--- src/rtl/fg_sweep_sequencer_pkg.sv ---
// Shared definitions for the function-generator sweep sequencer:
// default widths, config-register address and FSM state encoding.
package fg_sweep_sequencer_pkg;

  localparam int FG_DATA_W  = 8;
  localparam int FG_ADDR_W  = 3;
  localparam int FG_DWELL_W = 16;

  // CR1 holds the prescaler/step value that a sweep normally walks through
  localparam logic [FG_ADDR_W-1:0] CR1_ADDR = 3'd1;

  typedef enum logic [1:0] {
    ST_IDLE  = 2'd0,
    ST_WRITE = 2'd1,
    ST_DWELL = 2'd2,
    ST_DONE  = 2'd3
  } state_t;

endpackage

--- src/rtl/fg_dwell_timer.sv ---
// Dwell counter for the sweep sequencer: loaded on each accepted write,
// counts down while enabled and flags the final cycle of the dwell period.
module fg_dwell_timer #(
  parameter int DWELL_W = 16
) (
  input  logic               clk_i,
  input  logic               rst_i,
  input  logic               load_i,
  input  logic [DWELL_W-1:0] load_val_i,
  input  logic               dec_i,
  output logic               expired_o
);

  logic [DWELL_W-1:0] count_q;

  always_ff @(posedge clk_i or posedge rst_i) begin
    if (rst_i) begin
      count_q <= '0;
    end else if (load_i) begin
      count_q <= load_val_i;
    end else if (dec_i && count_q != '0) begin
      count_q <= count_q - DWELL_W'(1);
    end
  end

  // The period ends in the cycle the counter shows 1, so a load of N gives N cycles
  assign expired_o = (count_q == DWELL_W'(1));

endmodule

--- src/rtl/fg_sweep_sequencer.sv ---
// Sweep controller: steps one config register from a start to a stop value,
// one handshaked write per dwell period, optionally repeating.
module fg_sweep_sequencer
  import fg_sweep_sequencer_pkg::*;
#(
  parameter int                DATA_W      = FG_DATA_W,
  parameter int                ADDR_W      = FG_ADDR_W,
  parameter int                DWELL_W     = FG_DWELL_W,
  parameter logic [ADDR_W-1:0] TARGET_ADDR = CR1_ADDR
) (
  input  logic               clk_i,
  input  logic               rst_i,
  input  logic               start_i,
  input  logic               abort_i,
  input  logic               repeat_i,
  input  logic [DATA_W-1:0]  start_val_i,
  input  logic [DATA_W-1:0]  stop_val_i,
  input  logic [DATA_W-1:0]  step_i,
  input  logic [DWELL_W-1:0] dwell_i,
  output logic               wr_req_o,
  output logic [ADDR_W-1:0]  wr_addr_o,
  output logic [DATA_W-1:0]  wr_data_o,
  input  logic               wr_ack_i,
  output logic               fg_enable_o,
  output logic               busy_o,
  output logic               done_o,
  output logic [DATA_W-1:0]  cur_val_o
);

  state_t state_q, state_d;

  logic [DATA_W-1:0]  start_q, stop_q, step_q, next_val_q, cur_val_q;
  logic [DWELL_W-1:0] dwell_q;
  logic               repeat_q, dir_up_q, fg_en_q;

  logic               start_ok, accept, timer_expired, dwell_end, last_point;
  logic [DATA_W-1:0]  step_eff, stepped_val;
  logic [DWELL_W-1:0] dwell_eff;
  logic [DATA_W:0]    sum_ext, diff_ext;

  assign start_ok   = (state_q == ST_IDLE) && start_i && !abort_i;
  assign accept     = (state_q == ST_WRITE) && wr_ack_i && !abort_i;
  assign dwell_end  = (state_q == ST_DWELL) && timer_expired && !abort_i;
  assign last_point = (cur_val_q == stop_q);

  assign step_eff  = (step_q == '0) ? DATA_W'(1) : step_q;
  assign dwell_eff = (dwell_q == '0) ? DWELL_W'(1) : dwell_q;

  // One extra bit catches wrap past either end of the range before clamping
  assign sum_ext  = {1'b0, cur_val_q} + {1'b0, step_eff};
  assign diff_ext = {1'b0, cur_val_q} - {1'b0, step_eff};

  always_comb begin
    stepped_val = stop_q;
    if (dir_up_q) begin
      if (sum_ext < {1'b0, stop_q}) stepped_val = sum_ext[DATA_W-1:0];
    end else begin
      if (!diff_ext[DATA_W] && (diff_ext[DATA_W-1:0] > stop_q)) stepped_val = diff_ext[DATA_W-1:0];
    end
  end

  always_ff @(posedge clk_i or posedge rst_i) begin
    if (rst_i) state_q <= ST_IDLE;
    else       state_q <= state_d;
  end

  always_comb begin
    state_d = state_q;
    unique case (state_q)
      ST_IDLE:  if (start_ok) state_d = ST_WRITE;
      ST_WRITE: begin
        if (abort_i)       state_d = ST_IDLE;
        else if (wr_ack_i) state_d = ST_DWELL;
      end
      ST_DWELL: begin
        if (abort_i) state_d = ST_IDLE;
        else if (timer_expired) state_d = (last_point && !repeat_q) ? ST_DONE : ST_WRITE;
      end
      ST_DONE:  state_d = ST_IDLE;
      default:  state_d = ST_IDLE;
    endcase
  end

  always_ff @(posedge clk_i or posedge rst_i) begin
    if (rst_i) begin
      start_q    <= '0;
      stop_q     <= '0;
      step_q     <= '0;
      dwell_q    <= '0;
      repeat_q   <= 1'b0;
      dir_up_q   <= 1'b0;
      next_val_q <= '0;
      cur_val_q  <= '0;
      fg_en_q    <= 1'b0;
    end else begin
      if (start_ok) begin
        start_q    <= start_val_i;
        stop_q     <= stop_val_i;
        step_q     <= step_i;
        dwell_q    <= dwell_i;
        repeat_q   <= repeat_i;
        dir_up_q   <= (stop_val_i >= start_val_i);
        next_val_q <= start_val_i;
      end
      if (accept) begin
        cur_val_q <= next_val_q;
        fg_en_q   <= 1'b1;
      end
      if (dwell_end) next_val_q <= last_point ? start_q : stepped_val;
      if ((abort_i && state_q != ST_IDLE) || state_q == ST_DONE) fg_en_q <= 1'b0;
    end
  end

  fg_dwell_timer #(
    .DWELL_W(DWELL_W)
  ) u_dwell_timer (
    .clk_i      (clk_i),
    .rst_i      (rst_i),
    .load_i     (accept),
    .load_val_i (dwell_eff),
    .dec_i      (state_q == ST_DWELL),
    .expired_o  (timer_expired)
  );

  assign wr_req_o    = (state_q == ST_WRITE);
  assign wr_addr_o   = wr_req_o ? TARGET_ADDR : '0;
  assign wr_data_o   = wr_req_o ? next_val_q : '0;
  assign busy_o      = (state_q != ST_IDLE);
  assign done_o      = (state_q == ST_DONE);
  assign fg_enable_o = fg_en_q;
  assign cur_val_o   = cur_val_q;

endmodule

--- config.mk ---
export PLATFORM = sky130hd
export DESIGN_NAME = fg_sweep_sequencer
export DESIGN_NICKNAME = d
export VERILOG_FILES = /design/src/rtl/fg_sweep_sequencer_pkg.sv /design/src/rtl/fg_dwell_timer.sv /design/src/rtl/fg_sweep_sequencer.sv
export SDC_FILE = /design/constraint.sdc
export NUM_CORES = 1
export LEC_CHECK = 0
export BUFFER_PORTS_ARGS = -buffer_cell sky130_fd_sc_hd__buf_2
export CAP_MARGIN = 0
export CORE_ASPECT_RATIO = 0.9
export CORE_MARGIN = 2
export CORE_UTILIZATION = 30
export DETAILED_ROUTE_END_ITERATION = 6
export PLACE_DENSITY = 0.49
export SLEW_MARGIN = 25
export SYNTH_ARGS = -nofsm -noshare
export SYNTH_HDL_FRONTEND = slang
export SYNTH_SLANG_ARGS = --single-unit
--- constraint.sdc ---
create_clock -name clk_i -period 4.8 [get_ports clk_i]
set_input_delay 0.24 -clock clk_i [delete_from_list [all_inputs] [get_ports clk_i]]
set_output_delay 0.24 -clock clk_i [all_outputs]
set_load 0.03 [all_outputs]
**Word level (Yosys, flattened, before mapping)**

Cells that the tools add are included.

- $lt $le $gt $ge: 3
- Equality and inequality tests: 8
- Multiplexer cells: 21
- Add/subtract/negate cells: 3
- Reduce and logical (&&, ||, !) cells: 23

Operators with widths:

| operator | number |
|---|---|
| $mux 8 | 8 |
| $mux 16 | 3 |
| $eq 16x1->1 const B | 1 |
| $logic_not 16->1 | 1 |
| $reduce_bool 16->1 | 1 |
| $sub 16x1->16 const B | 1 |
| $mux 2 | 6 |
| $logic_and 1x1->1 | 10 |
| $add 8x8->9 | 1 |
| $lt 9x8->1 | 1 |
| $sub 8x8->9 | 1 |
| $eq 8x8->1 | 1 |
| $ge 8x8->1 | 1 |
| $gt 8x8->1 | 1 |
| $logic_not 8->1 | 1 |
| $pmux 2 s4 | 1 |
| $reduce_bool 2->1 | 4 |
| $eq 2x2->1 const B | 2 |
| $logic_not 1->1 | 3 |
| $mux 1 | 3 |
| $ne 3x2->1 const B | 1 |
| $ne 3x3->1 const B | 1 |
| $reduce_and 3->1 | 1 |
| $eq 2x1->1 const B | 1 |
| 3 further kinds | 3 |

- Word-level logic and storage cells: 69
- Output and inout bits: 23
- Register bits: 77

**Logic depth before layout (Yosys ltp)**

Gate-level depths: netlist of run 1.

- Depth after elaboration: 9
- Depth in mapped cells: 16

**Hierarchy**

Synthesis of run 1 repeated with hierarchy kept, for this count alone.

- Cell total of the unflattened synthesis: 544
- Area total of the unflattened synthesis: 5225.0 µm²

By module, submodules not included:

| module | instances | area each (µm²) | cells an instance |
|---|---|---|---|
| fg_sweep_sequencer | 1 | 4152.7 | 422 |
| fg_dwell_timer | 1 | 1072.3 | 122 |

**Least setup slack after synthesis of run 1**

Ideal clock, no wire load.

- Path type: flip-flop to flip-flop
- From: register step_q[1]
- To: register next_val_q[3]
- Arrival time: 3.706 ns
- Buffers on the path: 0
- Setup slack: 0.970 ns
- Cell stages (with the launch flop): 16
- Cell sequence: dfrtp_1 -> inv_1 -> a41o_1 -> ha_1 -> fa_1 -> nor2b_1 -> or3_1 -> a221oi_2 -> xor2_1 -> ha_1 -> nand2_1 -> nand2_1 -> o41a_1 -> nor2_4 -> mux2_1 -> a211o_1

- Longest elaborated chain between the ends: 9

RTL lines:

| element | RTL line | source |
|---|---|---|
| start, declared | fg_sweep_sequencer.sv:32 | `logic [DATA_W-1:0] start_q, stop_q, step_q, next_val_q, cur_val_q;` |
| start signal, assigned | fg_sweep_sequencer.sv:99 | `step_q <= step_i;` |
| $logic_not 8->1 | fg_sweep_sequencer.sv:46 | `assign step_eff = (step_q == '0) ? DATA_W'(1) : step_q;` |
| $mux 8 * | fg_sweep_sequencer.sv:46 |  |
| $sub 8x8->9 | fg_sweep_sequencer.sv:51 | `assign diff_ext = {1'b0, cur_val_q} - {1'b0, step_eff};` |
| $gt 8x8->1 / $logic_not 1->1 (equally long branches) | fg_sweep_sequencer.sv:58 | `if (!diff_ext[DATA_W] && (diff_ext[DATA_W-1:0] > stop_q)) stepped_val = diff_ext[DATA_W-1:0];` |
| $logic_and 1x1->1 | fg_sweep_sequencer.sv:58 |  |
| $mux 8 | fg_sweep_sequencer.sv:58 |  |
| $mux 8 * | fg_sweep_sequencer.sv:55 | `if (dir_up_q) begin` |
| $mux 8 * (2 in a row) | fg_sweep_sequencer.sv:109 | `if (dwell_end) next_val_q <= last_point ? start_q : stepped_val;` |
| end signal, assigned | fg_sweep_sequencer.sv:103 | `next_val_q <= start_val_i;` |
| end signal, assigned | fg_sweep_sequencer.sv:109 |  |
| end, declared | fg_sweep_sequencer.sv:32 |  |

Mark *: on every way between the ends. The rest lies on a longest branch, timed or not.
A chain may end at the register's enable or synchronous reset.

**Final worst setup path of run 1**

Same ends and word-level chain as after synthesis.

==> run metrics, run 1 <==
CP arrival 4.46 ns; Final ANT Viol Nets 0; most common library cells after synthesis nand2_1 (153), dfrtp_1 (77), ha_1 (41), inv_1 (36), nor2_1 (28); CP Cell Sequence inv_1 -> a41o_1 -> ha_1 -> fa_1 -> nor2b_1 -> or3_1 -> a221oi_2 -> xor2_1 -> ha_1 -> a211oi_1 -> nand2_1 -> o41a_1 -> nor2_4 -> mux2_1 -> a211o_1; WS Path Type flip-flop to flip-flop; EDFF count, synth 0; maxcap violations 0; CTS root buf clkbuf_16; Comb pwr share 0.489; DP Worst Slack approximately 0.6 ns; Internal 1944 uW; maximum vdd drop 0.0002096 V; fin crit share 0.8814; Mapped Area 5176 sq um; Site Rows between 40 and 50; setup TNS 0 ns; R2R setup slack between 0.5 and 0.6 ns; crit-path most repeated cell ha_1; TritonCTS clock tree done; startpoint types flip-flop; status complete, no violations; via count 4,537; worst setup margin ~0.57 ns; R2R Path Start step_q[1]; total die area 18,320 sq um; most common flop cell mapped by yosys dfrtp_1; Critical Path RT 5.03 ns; Sw Share 0.4302; Die Width roughly 140 um; port bufs 66; initial drt markers about 330; Post-CTS Repair Setup Buffers 0; CP bufs+invs 1; skew final 0.007673 ns; CTS Sinks 77; Tightest Pin Transition 0.9164 ns; largest net degree at the start of global routing between 70 and 80; clock latency on the worst-skew pair 0.34 ns; unrepaired setup endpoints after global routing false; ys async rst share 1.000; top cells by area, synth dfrtp_1 (37%), nand2_1 (11%), ha_1 (9.9%), xnor2_1 (3.2%), inv_1 (2.6%); critical path peak fanout 6; Num CTS Buffers 9; Max clock buf depth 2; first-pass GRT wire length 24.47 mm; HPWL Detailed 11.59 mm; area of the multi-input gates around 3000 sq um; most common cell in the netlist nand2_1; Clock Pin Slew Worst Setup and Hold Paths 0.06 ns; H-tree depth 3; antenna violations before repair 0; Fillers 1,764; WL/cell 17.41 um; Syn Inst Count between 600 and 700; Flop pwr share 0.304; area leader, netlist dfrtp_1; Die Height 128.6 um; worst rel slew slack 0.3865; Synth top area share 0.3723; sequential fraction of the synthesis area 0.3723; vias per std cell 5.167; cell count of the worst reg-to-reg path 15; Syn Area/Cell 8.472 sq um; Crit path max-delay family compound AO/OA/AOI/OAI gates; min Tclk post-route 4.231 ns; core area 16,890 sq um; CP Capture Type flip-flop; leak pwr 0.002955 uW; final setup violation count 0; GP Congestion 0.9362; Reg-to-Reg End next_val_q[3]; yosys warns 0; Post-route DRC 0; TritonRoute pass-1 iters 5; fin. max-slew vios 0; Top-Level Pins between 60 and 70; number of synthesized register bits 77; endpoints failing hold 0; largest stage delay on the critical path 0.41 ns; worst hold path type input port to async pin; n_diodes 0; share of layout cells above drive strength 1 0.1514; Starting Density 0.3064; Sw Pwr 1467 uW; Area Overhead vs Synth 15.62%; synth unique cells 70; Register Area 1927 sq um; Clock power frac 0.207; Final #Nets roughly 750; Pwr per Cell Area 570.0 nW/um^2; Max Freq between 200 and 250 MHz; drt total wl between 15 and 20 mm; final global-route overflow total 0; GR Util All Layers 0.1741; hold_buf cts 0; post_cts resized 0; Critical-path top delay cell o41a_1; vias in the first global route 4,393
## worst reg2reg max path, delay by kind of cell, from the launching register on
family	cells	cell delay, ns
multiplexers	1	0.35
flip-flops	1	0.39
buffers and inverters	1	0.12
adder cells (fa/ha/maj)	3	0.83
XOR/XNOR	1	0.16
AND/OR/NAND/NOR	4	0.81
AO/OA/AOI/OAI	5	1.45
## metal layers
metal / part of all wire / global-route usage / vias to the layer above
met2: 0.41 / 0.2477 / 147
met4: 0.020 / 0.05242 / 0
met1: 0.52 / 0.2669 / 2162
li1: - / - / 2205
met3: 0.056 / 0.03126 / 23
met5: 0 / 0 / -
## state kept, by name (all words and copies together), names as in the netlist
name	count
state_q	2
step_q	8
u_dwell_timer.count_q	16
stop_q	8
fg_enable_o	1
repeat_q	1
dir_up_q	1
next_val_q	8
start_q	8
dwell_q	16
cur_val_o	8
## metrics by stage
stage	power, uW	hold WS [ns]	area, sq um	cells	util
floorplan	2226	0.3064	5180	612	-
global placement	2656	0.4343	5680	864	0.3363
detailed placement	2688	0.4347	5680	864	0.3363
CTS	3411	0.07643	5981	878	0.3541
global route	3674	0.08937	5984	878	0.3543
finish	3411	0.08203	5984	878	0.3543
## layout by cell type (no fill, tap or decap), drive strengths merged, types with 3 or more instances in the layout
cell type and n:
a2111oi 3, a211oi 9, a21o 11, a21oi 22, a221o 3, a221oi 3, a31o 4, a31oi 9
and2 10, and3 4, buf 73, clkbuf 13, dfrtp 77, ha 41, inv 35, mux2 3
mux2i 7, nand2 154, nand2b 5, nand3 12, nand3b 4, nand4 3, nor2 30, nor2b 6
nor3 10, nor4 6, o211ai 4, o21a 3, o21ai 34, o311ai 3, o41ai 3, or3 7
or4 5, xnor2 19, xor2 4
## power by group through the flow
stage | registers (uW) | logic (uW) | clock network, uW
after floorplan | 1010 | 1220 | 0
after global placement | 1040 | 1610 | 0
after detailed placement | 1040 | 1650 | 0
after CTS | 1040 | 1650 | 723
after global routing | 1060 | 1860 | 755
final | 1040 | 1670 | 707
## layout make-up
cell class                 count  area share
clock buffer                  13     0.04516
multi-input combinational    466      0.4957
clock inverter                 1    0.005018
tap                          211     0.04411
timing repair buffer          73     0.06460
inverter                      37     0.02342
sequential                    77      0.3220
## how the worst max path moves through the flow
| stage | startpoint | end | slack (ns) | cells after the start |
|---|---|---|---|---|
| 4_1_cts | step_q[1] | next_val_q[3] | 0.61 | 15 |
| 5_1_grt | step_q[1] | next_val_q[3] | 0.26 | 15 |
| 3_5_place_dp | step_q[1] | next_val_q[3] | 0.61 | 15 |
| 2_1_floorplan | step_q[1] | next_val_q[3] | 0.97 | 15 |
| 3_3_place_gp | step_q[1] | next_val_q[4] | 0.74 | 15 |
| 6_report | step_q[1] | next_val_q[3] | 0.57 | 15 |
## logic make-up after synthesis
kind of cell | after synthesis | synth area share
fa+ha+maj | 43 | 0.1068
other cells | 1 | 0.0007245
buf+inv | 69 | 0.05801
compound gates | 128 | 0.1714
mux | 10 | 0.02006
simple gates | 260 | 0.2318
flops | 77 | 0.3723
xor+xnor | 23 | 0.03892
Note: power is estimated with default switching activity, not from simulation.
==> run 2, diff against run 1 <==
--- a/config.mk
+++ b/config.mk
@@ -5,6 +5,7 @@
 export SDC_FILE = /design/constraint.sdc
 export NUM_CORES = 1
 export LEC_CHECK = 0
+export ABC_AREA = 1
 export BUFFER_PORTS_ARGS = -buffer_cell sky130_fd_sc_hd__buf_2
 export CAP_MARGIN = 0
 export CORE_ASPECT_RATIO = 0.9
==> run metrics, run 2 <==
Worst Hold Depth 3; Comb pwr share 0.511 (+0.022); TritonCTS clock tree done; sequential fraction of the synthesis area 0.3504 (-0.02185); yosys warns 0 (unchanged); Top-Level Pins 69 (unchanged); Starting Density 0.3092 (+0.002758); Clock Pin Slew Worst Setup and Hold Paths 0.07 ns (about the same); Post-CTS Repair Setup Buffers 0 (unchanged); most common library cells after synthesis nand2_1 (213), inv_1 (88), dfrtp_1 (77), nand3_1 (58), o21ai_0 (50); placed cell count 1,023 (+18%); clock latency on the worst-skew pair 0.35 ns (about the same); Pwr per Cell Area 545.0 nW/um^2 (-4.4%); most common cell in the netlist nand2_1; Final ANT Viol Nets 0 (unchanged); CTS root buf clkbuf_16; WS Path Type flip-flop to flip-flop; Max Freq 268.8 MHz (+14%); TritonRoute pass-1 iters 5 (unchanged); commonest non-fill, non-tap cell in the layout nand2_1; skew final 0.01205 ns (+0.004376 ns); Final Non-Filler Cells 1,040 (+18%); unrepaired setup endpoints after global routing false; via count 4,833 (+6.5%); maximum vdd drop 0.0001606 V (-23%); port bufs 66 (unchanged); worst hold path type input port to flip-flop; CP arrival 4.00 ns (-0.46 ns); Max clock buf depth 2 (unchanged); Synth top area share 0.3504 (-0.02185); worst rel slew slack 0.4753 (+0.08881); critical path peak fanout 5 (-1); final setup violation count 0 (unchanged); Syn Area/Cell 7.441 sq um (-12%); WL/cell 14.79 um (-15%); Post-route DRC 0 (unchanged); Area Overhead vs Synth 14.93%; CP bufs+invs 3 (+2); min Tclk post-route 3.721 ns (-0.5098 ns); Crit path max-delay family simple AND/OR/NAND/NOR gates; total die area 19,430 sq um (+6.0%); share of layout cells above drive strength 1 0.1638 (+0.01233); Sw Share 0.4696 (+0.03946); CP Cell Sequence inv_1 -> nand4_1 -> o41ai_1 -> ha_1 -> inv_1 -> fa_1 -> nand3_1 -> nand2_1 -> xor2_1 -> inv_1 -> ha_1 -> nand2_1 -> nor2_1 -> o21ai_0 -> a21oi_1 -> nand3_1 -> nand3_1 -> nand3_1 -> nand2_1 -> nand2_1 -> nand2_1; placement-stage cell area 6005 sq um (+5.7%); commonest cells after routing, fill and taps aside nand2_1 (213), inv_1 (87), dfrtp_1 (77), buf_2 (66), nand3_1 (58); final core occ 0.3554 (+0.001058); Syn Inst Count 739 (+21%); status complete, no violations; endpoints failing hold 0 (unchanged); H-tree depth 3 (unchanged); top cells by area, synth dfrtp_1 (35%), nand2_1 (15%), ha_1 (9.3%), inv_1 (6.0%), nand3_1 (5.3%); GR met1 Demand/Resource 0.2748 (+0.007833); Design Area, Final 6320 sq um (+5.6%); top flop regs dwell_q: 16 flops, u_dwell_timer.count_q: 16 flops; vias in the first global route 4,514 (+2.8%); final global-route overflow total 0 (unchanged); CTS Sinks 77 (unchanged); EDFF count, synth 0 (unchanged); Sw Pwr 1618 uW (+10%); Die Height 132.4 um (+3.0%); CP Depth 21 (+6); number of synthesized register bits 77 (unchanged); Tightest Pin Transition 0.7843 ns (-0.1321 ns); ys async rst share 1.000 (unchanged); cell count of the worst reg-to-reg path 21 (+6); Num CTS Buffers 9 (unchanged); Internal 1827 uW (-6.0%); leak pwr 0.003292 uW (+11%); vias per std cell 4.647 (-10%); GP Congestion 0.8624 (-7.9%); GR Util All Layers 0.1629 (-0.01128); HPWL Detailed 12.06 mm (+4.1%); n_diodes 0 (unchanged); Critical-path top delay cell dfrtp_1; first-pass GRT wire length 25.04 mm (+2.3%); Final #Nets 884 (+17%); area leader, netlist dfrtp_1; fin. max-slew vios 0 (unchanged); Mapped Area 5499 sq um (+6.2%); core area 17,780 sq um (+5.3%); Clock power frac 0.204 (-0.003); most common flop cell mapped by yosys dfrtp_1; startpoint types flip-flop; setup TNS 0 ns (unchanged); maxcap violations 0 (unchanged); GRT met2 Usage 0.2032 (-0.04456); CP Capture Type flip-flop; global routing usage on met3 0.02586 (-0.005400); synth unique cells 49 (-30%); initial drt markers 327 (-1.5%); GR peak layer met1; drt total wl 15.38 mm (+0.64%); largest stage delay on the critical path 0.41 ns (about the same); Die Width 146.7 um (+3.0%); Critical Path RT 5.08 ns (+0.05 ns); Fillers 1,922 (+9.0%); fin crit share 0.7752 (-0.1062); crit-path most repeated cell nand2_1; Flop pwr share 0.285 (-0.019); antenna violations before repair 0 (unchanged); largest net degree at the start of global routing 59 (-24%); Site Rows 46 (+2.2%)
## run 2: cell types whose count changed in the layout (fill, tap and decap cells not counted), sizes merged, moves of 7 or more
cell	previous run	this run
a211oi	9	0
a21o	11	0
and2	10	0
clkinv	2	12
inv	35	103
mux2i	7	0
nand2	154	226
nand3	12	59
nand4	3	12
nor2	30	38
o21ai	34	63
xnor2	19	5
xor2	4	11
## run 2: worst paths after layout
path                            endpoint  slack (ns)           from
setup / recovery           next_val_q[6]        1.08      step_q[1]
hold / removal                dwell_q[3]        0.09     dwell_i[3]
setup reg to reg           next_val_q[6]        1.08      step_q[1]
hold reg to reg            next_val_q[5]        0.49  next_val_q[5]
max in group asynchronous   cur_val_o[0]        3.34          rst_i
min in group asynchronous     dwell_q[1]        0.40          rst_i
## run 2: stage by stage
| stage | setup WS [ns] | power, uW | hold WS, ns |
|---|---|---|---|
| floorplan | 1.610 | 2285 | 0.3214 |
| global placement | 1.186 | 2744 | 0.2224 |
| detailed placement | 1.146 | 2735 | 0.2301 |
| CTS | 1.130 | 3458 | 0.08279 |
| global route | 0.7175 | 3746 | 0.08838 |
| finish | 1.079 | 3444 | 0.09265 |
## run 2: layer usage
layer	part of all wire	vias to the layer above
met5	0	-
met4	0.016	0
met3	0.049	15
met2	0.36	140
met1	0.57	2172
li1	-	2506
## run 2: final cells by class
class                      count  area, sq um  share of cell area
sequential                    77         1927              0.3049
clock buffer                   9        225.2             0.03564
multi-input combinational    527         3003              0.4752
tap                          240        300.3             0.04752
timing repair buffer          70        362.8             0.05741
clock inverter                 7        80.08             0.01267
inverter                     110        421.7             0.06672
## run 2: power by group through the flow
stage | registers (uW) | logic (uW) | clock network, uW
final | 982 | 1760 | 702
after detailed placement | 994 | 1740 | 0
after CTS | 984 | 1750 | 722
after floorplan | 974 | 1310 | 0
after global routing | 1010 | 1980 | 756
after global placement | 998 | 1750 | 0
## run 2: what timing repair did
item	in CTS	in global routing
hold buffers	1	0
gates resized for setup	0	0
endpoints found under the hold margin	19	0
## run 2: cells by family (layout without fill, tap and decap cells)
group | after synthesis | after routing | synth area share
and+or+nand+nor | 352 | 352 | 0.2972
buffers and inverters | 136 | 196 | 0.1053
AOI/OAI and AO/OA | 114 | 114 | 0.1204
DFF | 77 | 77 | 0.3504
adders and majority gates | 43 | 43 | 0.1006
xor gates and xnor gates | 16 | 16 | 0.02548
other | 1 | 2 | 0.0006819
## run 2: worst register-to-register path, delay by kind of cell, from the launching register on
family	cells	cell delay [ns]
AOI/OAI and AO/OA	3	0.85
xor gates and xnor gates	1	0.14
adders and majority gates	3	0.92
buffers and inverters	3	0.30
DFF	1	0.41
and+or+nand+nor	11	1.04
==> run 3, diff against run 2 <==
==> constraint.sdc (replaced) <==
create_clock -name clk_i -period 3.6 [get_ports clk_i]
set_input_delay 0.18 -clock clk_i [delete_from_list [all_inputs] [get_ports clk_i]]
set_output_delay 0.18 -clock clk_i [all_outputs]
set_load 0.03 [all_outputs]
==> run metrics, run 3 (same netlist as run 2, synthesis figures left out) <==
Reg-to-Reg End next_val_q[7]; worst hold slack 0.03290 ns (-0.05975 ns); Area Overhead vs Synth 18.27%; initial drt markers 394 (+20%); setup TNS 0 ns (unchanged); vias per std cell 4.611 (-0.78%); commonest non-fill, non-tap cell in the layout nand2_1; WL/cell 15.13 um (+2.3%); core area 17,780 sq um (unchanged); Critical Path RT 3.83 ns (-1.25 ns); endpoints failing hold 0 (unchanged); maximum vdd drop 0.0002103 V (+31%); startpoint types flip-flop; placement-stage cell area 6072 sq um (+1.1%); CTS Sinks 77 (unchanged); antenna violations before repair 0 (unchanged); Max Freq 295.8 MHz (+10%); Clock Pin Slew Worst Setup and Hold Paths 0.07 ns (about the same); unrepaired setup endpoints after global routing true; Num CTS Buffers 9 (unchanged); Final ANT Viol Nets 0 (unchanged); status complete, no violations; Worst Hold Depth 3 (unchanged); fin crit share 0.9392 (+0.1640); worst hold path type input port to flip-flop; worst rel slew slack 0.4598 (-0.01554); n_diodes 0 (unchanged); Site Rows 46 (unchanged); GP Congestion 0.8732 (+1.3%); CP bufs+invs 4 (+1); critical path peak fanout 8 (+3); end of the worst hold path dwell_q[3]; Final #Nets 900 (+1.8%); fin. max-slew vios 0 (unchanged); Post-route DRC 0 (unchanged); Max clock buf depth 2 (unchanged); hold path start dwell_i[3]; Top-Level Pins 69 (unchanged); Design Area, Final 6504 sq um (+2.9%); leak pwr 0.003363 uW (+2.2%); TritonRoute pass-1 iters 5 (unchanged); skew final 0.01281 ns (+0.0007660 ns); Pwr per Cell Area 730.6 nW/um^2 (+34%); HPWL Detailed 12.12 mm (+0.46%); maxcap violations 0 (unchanged); Crit path max-delay family simple AND/OR/NAND/NOR gates; final setup violation count 0 (unchanged); vias in the first global route 4,665 (+3.3%); cell count of the worst reg-to-reg path 23 (+9.5%); top flop regs dwell_q: 16 flops, u_dwell_timer.count_q: 16 flops; Die Height 132.4 um (unchanged); largest stage delay on the critical path 0.40 ns (about the same); CP Cell Sequence inv_2 -> nand4_1 -> o41ai_2 -> buf_4 -> ha_1 -> inv_1 -> fa_2 -> xor2_1 -> ha_1 -> nand2_1 -> inv_1 -> nand2_1 -> nor2_1 -> o21ai_2 -> nand2_2 -> nand3_4 -> nand2_1 -> nand3_1 -> nand2_1 -> nand2_1 -> nand2_1 -> nand2_1 -> nand2_1; met3 WL 689 um (-7.8%); clock latency on the worst-skew pair 0.34 ns (about the same); WL met2 5.993 mm (+7.4%); Metal-1 WL 9.081 mm (+3.1%); via count 4,869 (+0.74%); GR Util All Layers 0.1693 (+0.006493); CP Capture Type flip-flop; CP arrival 3.61 ns (-0.39 ns); Fillers 1,915 (-0.36%); Starting Density 0.3092 (unchanged); first-pass GRT wire length 25.96 mm (+3.7%); CTS root buf clkbuf_16; Critical-path top delay cell dfrtp_1; port bufs 66 (unchanged); Top Layer Used met4; min Tclk post-route 3.381 ns (-0.3399 ns); CP Depth 23 (+9.5%); share of layout cells above drive strength 1 0.2047 (+0.04091); crit-path most repeated cell nand2_1; H-tree depth 3 (unchanged); TritonCTS clock tree done; total die area 19,430 sq um (unchanged); drt total wl 15.97 mm (+3.9%); R2R setup slack 0.22 ns (-0.86 ns); Tightest Pin Transition 0.8075 ns (+0.02323 ns); Die Width 146.7 um (unchanged); WS Path Type flip-flop to flip-flop; commonest cells after routing, fill and taps aside nand2_1 (210), inv_1 (82), dfrtp_1 (77), buf_2 (66), nand3_1 (56); largest net degree at the start of global routing 69 (+17%); R2R Path Start step_q[3]; final global-route overflow total 0 (unchanged)
run 3: layout make-up:
class                      count  area, sq um  area share
multi-input combinational    527         3088      0.4748
sequential                    77         1927      0.2963
timing repair buffer          86        483.0     0.07426
inverter                     110        421.7     0.06483
tap                          240        300.3     0.04617
clock buffer                  10        239.0     0.03674
clock inverter                 6        45.04    0.006926
run 3: through the flow:
stage,total power [uW],utilization,setup slack [ns],instances
3_3_place_gp,3713,0.3414,0.1722,1032
6_report,4752,0.3657,0.2190,1056
5_1_grt,5190,0.3657,-0.07010,1056
2_1_floorplan,3047,-,0.4099,740
3_5_place_dp,3695,0.3414,0.1108,1032
4_1_cts,4597,0.3580,0.03474,1049
run 3: worst max-delay path by stage:
stage / end / from
after detailed placement: next_val_q[4] / step_q[3]
after floorplan: next_val_q[7] / step_q[1]
after global routing: next_val_q[7] / step_q[3]
after CTS: next_val_q[4] / step_q[3]
after global placement: next_val_q[4] / step_q[3]
final: next_val_q[7] / step_q[3]
run 3: what timing repair did:
item,CTS,global route
resized for setup,0,26
buffers inserted,0,7
endpoints found under the hold margin,34,0
setup endpoints to repair,0,8
hold buffers,1,0
run 3: power by group:
| group | internal, uW | total (uW) | switching (uW) |
|---|---|---|---|
| Clock | 490 | 880 | 390 |
| Sequential | 1070 | 1280 | 207 |
| Combinational | 952 | 2590 | 1640 |
run 3: per-layer routing:
layer	global-route usage	vias up
li1	-	2530
met1	0.2818	2208
met2	0.2170	118
met3	0.03000	13
met4	0.04369	0
met5	0	-
run 3: worst register-to-register path, cell delays in order (launching register included):
cell and delay (ns):
dfrtp_1 0.40, inv_2 0.08, nand4_1 0.14, o41ai_2 0.22, buf_4 0.18, ha_1 0.15, inv_1 0.06, fa_2 0.36
xor2_1 0.27, ha_1 0.28, nand2_1 0.06, inv_1 0.04, nand2_1 0.11, nor2_1 0.07, o21ai_2 0.16, nand2_2 0.12
nand3_4 0.13, nand2_1 0.06, nand3_1 0.08, nand2_1 0.06, nand2_1 0.05, nand2_1 0.07, nand2_1 0.06, nand2_1 0.04
